**src/rtl/pipe_skid_reg.sv**
```systemverilog
// Pipeline stage register with valid/ready handshake and optional skid entry.
// SKID=1 registers every output; SKID=0 keeps a single entry with comb ready.
module pipe_skid_reg #(
  parameter int unsigned       DATA_W     = 32,
  parameter bit                SKID       = 1'b1,
  parameter logic [DATA_W-1:0] RESET_DATA = '0
) (
  input  logic              clk,
  input  logic              reset,
  input  logic              flush,
  input  logic              in_valid,
  output logic              in_ready,
  input  logic [DATA_W-1:0] in_data,
  output logic              out_valid,
  input  logic              out_ready,
  output logic [DATA_W-1:0] out_data,
  output logic [1:0]        count
);

  typedef enum logic [1:0] {
    EMPTY = 2'd0,
    HALF  = 2'd1,
    FULL  = 2'd2
  } state_e;

  state_e            state_q, state_d;
  logic [DATA_W-1:0] m_q, m_d;
  logic [DATA_W-1:0] s_q, s_d;
  logic              out_valid_q, out_valid_d;
  logic              in_ready_q, in_ready_d;
  logic [1:0]        count_q, count_d;
  logic              acc, pop;

  assign out_valid = out_valid_q;
  assign out_data  = m_q;
  assign count     = count_q;
  assign in_ready  = SKID ? in_ready_q
                          : (out_ready | ~out_valid_q);

  assign acc = in_valid & in_ready;
  assign pop = out_valid_q & out_ready;

  always_comb begin
    state_d = state_q;
    m_d     = m_q;
    s_d     = s_q;
    unique case (state_q)
      EMPTY: begin
        if (acc) begin
          state_d = HALF;
          m_d     = in_data;
        end
      end
      HALF: begin
        if (acc && pop) begin
          m_d = in_data;
        end else if (acc && SKID) begin
          state_d = FULL;
          s_d     = in_data;
        end else if (pop) begin
          state_d = EMPTY;
        end
      end
      FULL: begin
        if (pop) begin
          state_d = HALF;
          m_d     = s_q;
        end
      end
      default: state_d = EMPTY;
    endcase
    // Bubble insertion: drop the beat, keep stale data.
    if (flush) begin
      state_d = EMPTY;
      m_d     = m_q;
      s_d     = s_q;
    end
    out_valid_d = (state_d != EMPTY);
    in_ready_d  = (state_d != FULL);
    count_d     = state_d;
  end

  always_ff @(posedge clk) begin
    if (reset) begin
      state_q     <= EMPTY;
      m_q         <= RESET_DATA;
      s_q         <= RESET_DATA;
      out_valid_q <= 1'b0;
      in_ready_q  <= 1'b1;
      count_q     <= 2'd0;
    end else begin
      state_q     <= state_d;
      m_q         <= m_d;
      s_q         <= s_d;
      out_valid_q <= out_valid_d;
      in_ready_q  <= in_ready_d;
      count_q     <= count_d;
    end
  end

endmodule

```
**config.mk**
```make
export PLATFORM = sky130hd
export DESIGN_NAME = pipe_skid_reg
export DESIGN_NICKNAME = d
export VERILOG_FILES = /design/src/rtl/pipe_skid_reg.sv
export SDC_FILE = /design/constraint.sdc
export NUM_CORES = 1
export LEC_CHECK = 0
export BUFFER_PORTS_ARGS = -buffer_cell sky130_fd_sc_hd__buf_2
export CAP_MARGIN = 25
export CORE_MARGIN = 8
export CORE_UTILIZATION = 57
export DETAILED_ROUTE_END_ITERATION = 8
export GPL_TIMING_DRIVEN = 0
export PLACE_DENSITY = 0.85
export RECOVER_POWER = 50
export SLEW_MARGIN = 10
export SYNTH_ARGS = -nofsm -noshare
export SYNTH_HDL_FRONTEND = slang
export SYNTH_SLANG_ARGS = --single-unit
```
**constraint.sdc**
```tcl
create_clock -name clk -period 3.3 [get_ports clk]
set_clock_uncertainty 0.05 [all_clocks]
set_input_delay 0.66 -clock clk [delete_from_list [all_inputs] [get_ports clk]]
set_output_delay 0.66 -clock clk [all_outputs]
set_load 0.03 [all_outputs]
```
# Yosys cells after proc, flatten, opt, wreduce, memory -nomap -nowiden
# Index checks and enable logic that the tools add are counted.
dict set report word_totals {
  reg_bits 68
  out_inout_bits 36
  inputBits 37
}
dict set report op_classes {
  mux 11
  n_reduce_logical 6
  eq_ne 6
  n_bitwise 4
}
# cell count
set ops {}
lappend ops {{32-bit 2-to-1 mux} 3}
lappend ops {{32-bit case mux with 3 select lines} 1}
lappend ops {{2-bit 2-to-1 mux} 6}
lappend ops {{2-bit != test, second input constant} 4}
lappend ops {{2-bit case mux with 3 select lines} 1}
lappend ops {{5-bit AND reduction} 1}
lappend ops {{4-bit AND reduction} 1}
lappend ops {{3-bit nonzero test} 1}
lappend ops {{1-bit bitwise AND} 2}
lappend ops {{2-bit by 1-bit equality test with 1-bit output, second input constant} 1}
lappend ops {{2-bit equality test, second input constant} 1}
lappend ops {{2-bit zero test} 1}
lappend ops {{1-bit inverter} 2}
lappend ops {{2-bit nonzero test} 1}
lappend ops {{1-bit logical AND} 1}

# Longest topological paths before layout
# Gate-level depths: netlist of the first run.
dict set report logic_depth {
  depth_word 7
  mapped_depth 8
  depth_no_buf 4
}

# Least setup slack after synthesis of the first run
# No wires, ideal clock.
dict set report synth_path {
  kind {input to register}
  startpoint {in flush}
  endpoint {reg m_q[0], in the netlist out_data[0]}
  arrival_time_ns 1.748
  setup_time_ns 0.081
  stages 7
  required_ns 3.169
  slack_ns 1.420
  cell_sequence {and4bb_1 > nor2b_4 > buf_6 > or2_1 > buf_2 > buf_6 > a211oi_2}
}
dict set report synth_between {
  elab_chain_len 2
}
# element line_no
set synth_rtl {}
lappend synth_rtl {{from (decl)} 10} ;# input logic flush,
lappend synth_rtl {{1-bit inverter (no line)} --}
lappend synth_rtl {{5-bit AND reduction (no line)} --}
lappend synth_rtl {{to (signal assigned)} 93} ;# m_q <= m_d;
lappend synth_rtl {{to (decl)} 27} ;# logic [DATA_W-1:0] m_q, m_d;
# No other way between the ends.
# A chain may end at the register's enable or synchronous reset.

==> results.txt, run 1 <==
----------------------------------------------------
[Final layout]
  Final standard cell utilization of the core ... 0.702
  Commonest cells after routing, fill and taps aside ... sky130_fd_sc_hd__dfxtp_1 (68), sky130_fd_sc_hd__nand2_1 (67), sky130_fd_sc_hd__clkbuf_1 (58)
  Fraction of layout instances using a drive strength above 1 ... 0.226
  Total Nets Final ... approximately 430
  Diodes inserted ... 0
  Area occupied by multi-input gates ... 0.00142 sq mm
  Register Area ... 0.00136 sq mm
  Most common cell after layout, fill and taps aside ... sky130_fd_sc_hd__dfxtp_1
  Filler Cells Inserted ... 437
  P&R area growth vs syn ... 20.0%

[Floorplan]
  Starting utilization of the core area ... 0.585
  Chip width ... between 80 and 90 microns
  Count of boundary I/O pins ... 73
  Die height ... 87.9 microns
  Std cell rows ... 26
  DIE AREA ... about 0.0077 sq mm
  CORE AREA ... approximately 0.005 sq mm

[Detailed routing]
  Routed WL per cell ... 16.1 microns
  Post-route DRC ... 0
  Pre-antenna DRT Iters ... 5
  Routed vias ... 2,564
  Count of nets left with antenna violations after detail routing ... 0
  Via count normalized by instance count ... 5.47
  First DRT Iteration DRCs ... 102
  Total Wirelength ... 7.53 mm

[Worst setup path]
  Critical path class ... reg2reg
  Data required time at the worst endpoint ... 3490 ps
  Nature of the critical path endpoint ... register
  Maximum cell stage delay along the critical path ... 350 ps
  CP Launch Type ... register
  Ordered cell list for the critical path ... clkbuf_1, nand2b_1, clkbuf_1, a211oi_2, or2_1, buf_2, buf_6, a211oi_2
  Peak fanout along the critical path ... 10
  Data arrival time of the worst path ... 2470 ps
  Cell at the slowest stage of the critical path ... sky130_fd_sc_hd__clkbuf_1

[Power and ir drop]
  Leakage ... 0.00145 uW
  Maximum resistive drop on vdd ... around 430 uV
  Total Power Consumption ... 1860 uW
  Ratio of total power to cell area ... 525 mW/mm^2

[Clocking]
  Post-cts gate resize count ... 0
  Worst-path clk slew ... 70 ps
  H-Tree Level Count ... 3
  Number of clock buffers inserted by TritonCTS ... 9
  Clock insertion delay at the later pin of the skew report ... 330 ps
  Clock tree from TritonCTS ... built
  Clock Tree Buf Depth ... 2
  Post-CTS setup buffers ... 0
  Count of clock tree sinks ... 68
  Hold-fix buffers at CTS ... 0
  Library cell used as clock root buffer ... sky130_fd_sc_hd__clkbuf_8

[STA]
  Slew @ Worst Pin ... 778 ps
  Max_slew headroom ... 0.481
  Total negative setup slack ... 0 ps
  Maximum frequency from static timing analysis ... between 400 and 500 MHz
  Final Hold Violating Endpoints ... 0
  Final setup fails ... 0
  Worst-case setup margin in the final layout ... 1030 ps
  Final Cycle Share ... 0.689
  Hold slack ... roughly 400 ps
  Fin. max-slew vios ... 0
  Post-layout minimum cycle time ... about 2300 ps
  Unrepaired setup endpoints after global routing ... no

[Global route]
  Tot GR Track Use ... 0.198
  Antenna violations before repair ... 0
  Number of global-route vias before repair ... about 2.7k
  Maximum number of pins on one net before global-route repair ... 11
  Aggregate global routing overflow ... 0
  First-pass GRT wire length ... ~12 mm

[Logic synthesis]
  Warning count from the yosys run ... 0
  Number of cells produced by synthesis ... 313
  Proportion of synthesized chip area in sequential cells ... 0.462
  Number of nets produced by synthesis ... 350
  Mean Syn Cell Area ... 9.42 sq um
  Flip-flop and latch count after synthesis ... 68
  Summed instance area of the synthesized netlist ... 0.00295 sq mm
  Count of distinct cell types in the synthesized netlist ... 24

[Placement]
  Post-DP HPWL ... 5.38 mm
  RD Place Congestion ... 0.792
  Input/output buffers ... 71
  Placement Setup Slack ... 1050 ps

[Flow run]
  # Max-Cap Violations ... 0

[Status]
  Status ... finished, final reports clean

[Worst hold path]
  Hold crit path type ... reg2reg

----------------------------------------------------
-- through the flow --
step | cells | instance area, sq um
detailed placement | 454 | 3390
floorplan | 313 | 2950
CTS | 469 | 3590
global placement | 454 | 3390
finish | 469 | 3540
global route | 469 | 3540
-- logic make-up after synthesis --
kind of cell,count (synthesis),share of synthesized area
multiplexers,32,0.109
AND/OR/NAND/NOR,111,0.168
AO/OA/AOI/OAI,71,0.206
flip-flops,68,0.462
buffers and inverters,31,0.0556
-- state kept, by name, indices dropped and copies added, names as in the netlist --
name and count:
count 2, in_ready 1, out_data 32, out_valid 1
s_q 32
-- critical path, delay by kind of cell, from the launching register on --
family / cells / cell delay (ps)
DFF: 1 / 330
buffers and inverters: 4 / 1000
AOI/OAI and AO/OA: 2 / 400
and+or+nand+nor: 2 / 410
-- cell usage after synthesis, drive strengths merged --
library cell / instances / area (sq um)
a2111oi: 1 / 8.76
or2: 2 / 12.5
inv: 1 / 3.75
nand3: 3 / 15.0
a221oi: 2 / 17.5
nor2b: 1 / 13.8
a211oi: 33 / 403
clkbuf: 14 / 52.6
nor3: 32 / 160
nor2: 1 / 3.75
mux2i: 32 / 320
and4bb: 1 / 12.5
dfxtp: 68 / 1360
a21oi: 34 / 170
nand3b: 1 / 7.51
nand4: 1 / 6.26
nand2: 67 / 251
o21a: 1 / 7.51
nand2b: 1 / 6.26
buf: 16 / 108
and3: 1 / 6.26
-- per-layer routing --
layer | track usage | share of wire | vias up | wire length [microns]
met2 | 0.343 | 0.50 | 77 | 3740
li1 | - | - | 1267 | -
met4 | 0.0922 | 0.020 | 0 | 148
met3 | 0.0488 | 0.059 | 15 | 447
met1 | 0.222 | 0.42 | 1205 | 3200
met5 | 0 | 0 | - | 0
-- final timing paths --
check                  startpoint                   endpoint  slack (ps)  depth (start not counted)
min          s_q[12]$_SDFFE_PP0P_       s_q[12]$_SDFFE_PP0P_         400                          2
max           count[0]$_SDFF_PP0_  out_data[21]$_SDFFE_PP0P_        1030                          8
max reg2reg   count[0]$_SDFF_PP0_  out_data[21]$_SDFFE_PP0P_        1030                          8
min reg2reg  s_q[12]$_SDFFE_PP0P_       s_q[12]$_SDFFE_PP0P_         400                          2
-- area by class of cell --
class	instances	area share
sequential	68	0.385
buffer	30	0.0428
clock buffer	14	0.0488
tap	70	0.0248
multi-input combinational	214	0.402
clock inverter	1	0.00849
timing repair buffer	71	0.0873
inverter	1	0.00106
-- power by group --
group | switching [uW] | total, uW | internal [uW]
registers | 21.5 | 880 | 859
clock network | 288 | 696 | 408
logic | 187 | 280 | 92.9
No activity file was read; power rests on OpenSTA's default activity.
==> run 2: changes to the inputs <==
--- a/config.mk
+++ b/config.mk
@@ -8,10 +8,10 @@
 export BUFFER_PORTS_ARGS = -buffer_cell sky130_fd_sc_hd__buf_2
 export CAP_MARGIN = 25
 export CORE_MARGIN = 8
-export CORE_UTILIZATION = 57
+export CORE_UTILIZATION = 53
 export DETAILED_ROUTE_END_ITERATION = 8
 export GPL_TIMING_DRIVEN = 0
-export PLACE_DENSITY = 0.85
+export PLACE_DENSITY = 0.79
 export RECOVER_POWER = 50
 export SLEW_MARGIN = 10
 export SYNTH_ARGS = -nofsm -noshare
==> constraint.sdc (replaced) <==
create_clock -name clk -period 2.3 [get_ports clk]
set_clock_uncertainty 0.05 [all_clocks]
set_input_delay 0.46 -clock clk [delete_from_list [all_inputs] [get_ports clk]]
set_output_delay 0.46 -clock clk [all_outputs]
set_load 0.03 [all_outputs]
==> run 2 against run 1 <==
Largest power group unchanged. Sequential cell count is the same. Fmax grew 10%. First-iteration DRC count shrank 44%. Setup slack lost 790 ps. Clock power grew 29%. Critical path type unchanged. Die area grew 6.2%. Wire length shrank 2.6%.
==> results.txt, run 2 (synthesized netlist as in run 1, its figures left out) <==
----------------------------------------------------
[Status]
  Status ... finished, final reports clean (unchanged)

[Clocking]
  Worst-path clk slew ... 70 ps (about the same)
  Hold-fix buffers at CTS ... 0 (unchanged)
  Post-CTS setup buffers ... 0 (unchanged)
  H-Tree Level Count ... 3 (unchanged)
  Clock insertion delay at the later pin of the skew report ... 330 ps (about the same)
  Post-cts gate resize count ... 0 (unchanged)
  Library cell used as clock root buffer ... sky130_fd_sc_hd__clkbuf_8 (unchanged)
  Number of clock buffers inserted by TritonCTS ... 9 (unchanged)
  Clock tree from TritonCTS ... built (unchanged)
  Count of clock tree sinks ... 68 (unchanged)
  Clock Tree Buf Depth ... 2 (unchanged)

[Floorplan]
  Count of boundary I/O pins ... 73 (unchanged)
  Die height ... 90.6 microns (was 87.9 microns)
  DIE AREA ... 0.00820 sq mm (was 0.00773 sq mm)
  Starting utilization of the core area ... 0.542 (was 0.585)
  Chip width ... 90.6 microns (was 87.9 microns)
  CORE AREA ... 0.00544 sq mm (was 0.00504 sq mm)
  Std cell rows ... 27 (was 26)

[Final layout]
  Total Nets Final ... 432 (unchanged)
  Fraction of layout instances using a drive strength above 1 ... 0.230 (was 0.226)
  P&R area growth vs syn ... 19.6% (was 20.0%)
  Commonest cells after routing, fill and taps aside ... sky130_fd_sc_hd__dfxtp_1 (68), sky130_fd_sc_hd__nand2_1 (67), sky130_fd_sc_hd__clkbuf_1 (57) (was sky130_fd_sc_hd__dfxtp_1 (68), sky130_fd_sc_hd__nand2_1 (67), sky130_fd_sc_hd__clkbuf_1 (58))
  Diodes inserted ... 0 (unchanged)
  Most common cell after layout, fill and taps aside ... sky130_fd_sc_hd__dfxtp_1 (unchanged)

[Power and ir drop]
  Total Power Consumption ... 2560 uW (was 1860 uW)
  Ratio of total power to cell area ... 725 mW/mm^2 (was 525 mW/mm^2)
  Maximum resistive drop on vdd ... 371 uV (was 428 uV)
  Leakage ... 0.00145 uW (about the same)

[Detailed routing]
  Pre-antenna DRT Iters ... 4 (was 5)
  Post-route DRC ... 0 (unchanged)
  Routed WL per cell ... 15.5 microns (was 16.1 microns)
  First DRT Iteration DRCs ... 57 (was 102)
  Total Wirelength ... 7.34 mm (was 7.53 mm)
  Via count normalized by instance count ... 5.44 (was 5.47)
  Routed vias ... 2,567 (was 2,564)
  Count of nets left with antenna violations after detail routing ... 0 (unchanged)

[Placement]
  Input/output buffers ... 71 (unchanged)
  Post-DP HPWL ... 5.22 mm (was 5.38 mm)
  RD Place Congestion ... 0.793 (was 0.792)

[Worst setup path]
  Data arrival time of the worst path ... 2190 ps (was 2470 ps)
  Peak fanout along the critical path ... 10 (unchanged)
  Worst reg-to-reg path cell count ... 8 (unchanged)
  Nature of the critical path endpoint ... register (unchanged)
  Worst R2R End ... out_data[11]$_SDFFE_PP0P_ (was out_data[21]$_SDFFE_PP0P_)
  Register-to-Register Setup Slack ... 240 ps (was 1030 ps)
  CP Launch Type ... register (unchanged)
  Critical path class ... reg2reg (unchanged)
  Data required time at the worst endpoint ... 2440 ps (was 3490 ps)
  Worst reg2reg startpoint ... count[0]$_SDFF_PP0_ (unchanged)

[Global route]
  Tot GR Track Use ... 0.176 (was 0.198)
  Antenna violations before repair ... 0 (unchanged)
  Number of global-route vias before repair ... 2,579 (was 2,660)
  First-pass GRT wire length ... 11.9 mm (was 12.0 mm)
  Maximum number of pins on one net before global-route repair ... 11 (unchanged)
  Aggregate global routing overflow ... 0 (unchanged)

[STA]
  Unrepaired setup endpoints after global routing ... no (unchanged)
  Fin. max-slew vios ... 0 (unchanged)
  Final Cycle Share ... 0.894 (was 0.689)
  Total negative setup slack ... 0 ps (unchanged)
  Max_slew headroom ... 0.518 (was 0.481)
  Slew @ Worst Pin ... 723 ps (was 778 ps)
  Final Hold Violating Endpoints ... 0 (unchanged)
  Final setup fails ... 0 (unchanged)
  Maximum frequency from static timing analysis ... 486 MHz (was 440 MHz)
  Post-layout minimum cycle time ... 2060 ps (was 2270 ps)

[Worst hold path]
  Hold crit path type ... in2reg (was reg2reg)
  Hold wc startpoint ... in_data[25] (was s_q[12]$_SDFFE_PP0P_)
  Hold Crit Depth ... 3 (was 2)
  Worst Hold End ... s_q[25]$_SDFFE_PP0P_ (was s_q[12]$_SDFFE_PP0P_)

[Flow run]
  # Max-Cap Violations ... 0 (unchanged)

----------------------------------------------------
run 2: metrics by stage:
step / util / instances / setup slack [ps] / instance area [sq um] / hold slack [ps]
final: 0.648 / 472 / 243 / 3520 / 322
after global routing: 0.648 / 472 / 138 / 3520 / 327
after CTS: 0.657 / 472 / 321 / 3570 / 315
after detailed placement: 0.624 / 456 / 276 / 3390 / 397
after global placement: 0.624 / 456 / 320 / 3390 / 391
after floorplan: - / 313 / 432 / 2950 / 386
run 2: worst max path at each step:
stage | start | end | slack, ps | depth (start not counted)
floorplan | count[0]$_SDFF_PP0_ | out_data[0]$_SDFFE_PP0P_ | 430 | 8
global placement | flush | out_data[15]$_SDFFE_PP0P_ | 320 | 7
detailed placement | flush | out_data[11]$_SDFFE_PP0P_ | 280 | 7
CTS | count[0]$_SDFF_PP0_ | out_data[11]$_SDFFE_PP0P_ | 320 | 8
global route | count[0]$_SDFF_PP0_ | out_data[11]$_SDFFE_PP0P_ | 140 | 8
finish | count[0]$_SDFF_PP0_ | out_data[11]$_SDFFE_PP0P_ | 240 | 8
run 2: critical path: stages, from the launching register on:
cell and delay [ps]:
sky130_fd_sc_hd__dfxtp_1 310, sky130_fd_sc_hd__buf_4 160, sky130_fd_sc_hd__nand2b_1 140, sky130_fd_sc_hd__clkbuf_1 210, sky130_fd_sc_hd__a211oi_2 440, sky130_fd_sc_hd__or2_1 160
sky130_fd_sc_hd__buf_2 170, sky130_fd_sc_hd__buf_6 190, sky130_fd_sc_hd__a211oi_2 80
run 2: report_power, final:
part	switching [uW]	internal, uW	total, uW
logic	264	134	398
registers	30.4	1230	1260
clock network	417	480	897
run 2: final cells by class:
cell class,instances,area [sq um]
timing repair buffer,71,310
buffer,30,155
multi-input combinational,214,1420
clock buffer,15,176
clock inverter,1,5.00
inverter,1,3.75
tap,72,90.1
fill,469,1910
sequential,68,1360
run 2: routing by layer:
layer | track usage | vias up | routed length (microns) | share of wire
li1 | - | 1269 | - | -
met4 | 0.0943 | 0 | 159 | 0.022
met1 | 0.202 | 1206 | 3230 | 0.44
met3 | 0.0524 | 16 | 470 | 0.064
met2 | 0.288 | 76 | 3480 | 0.47
met5 | 0 | - | 0 | 0
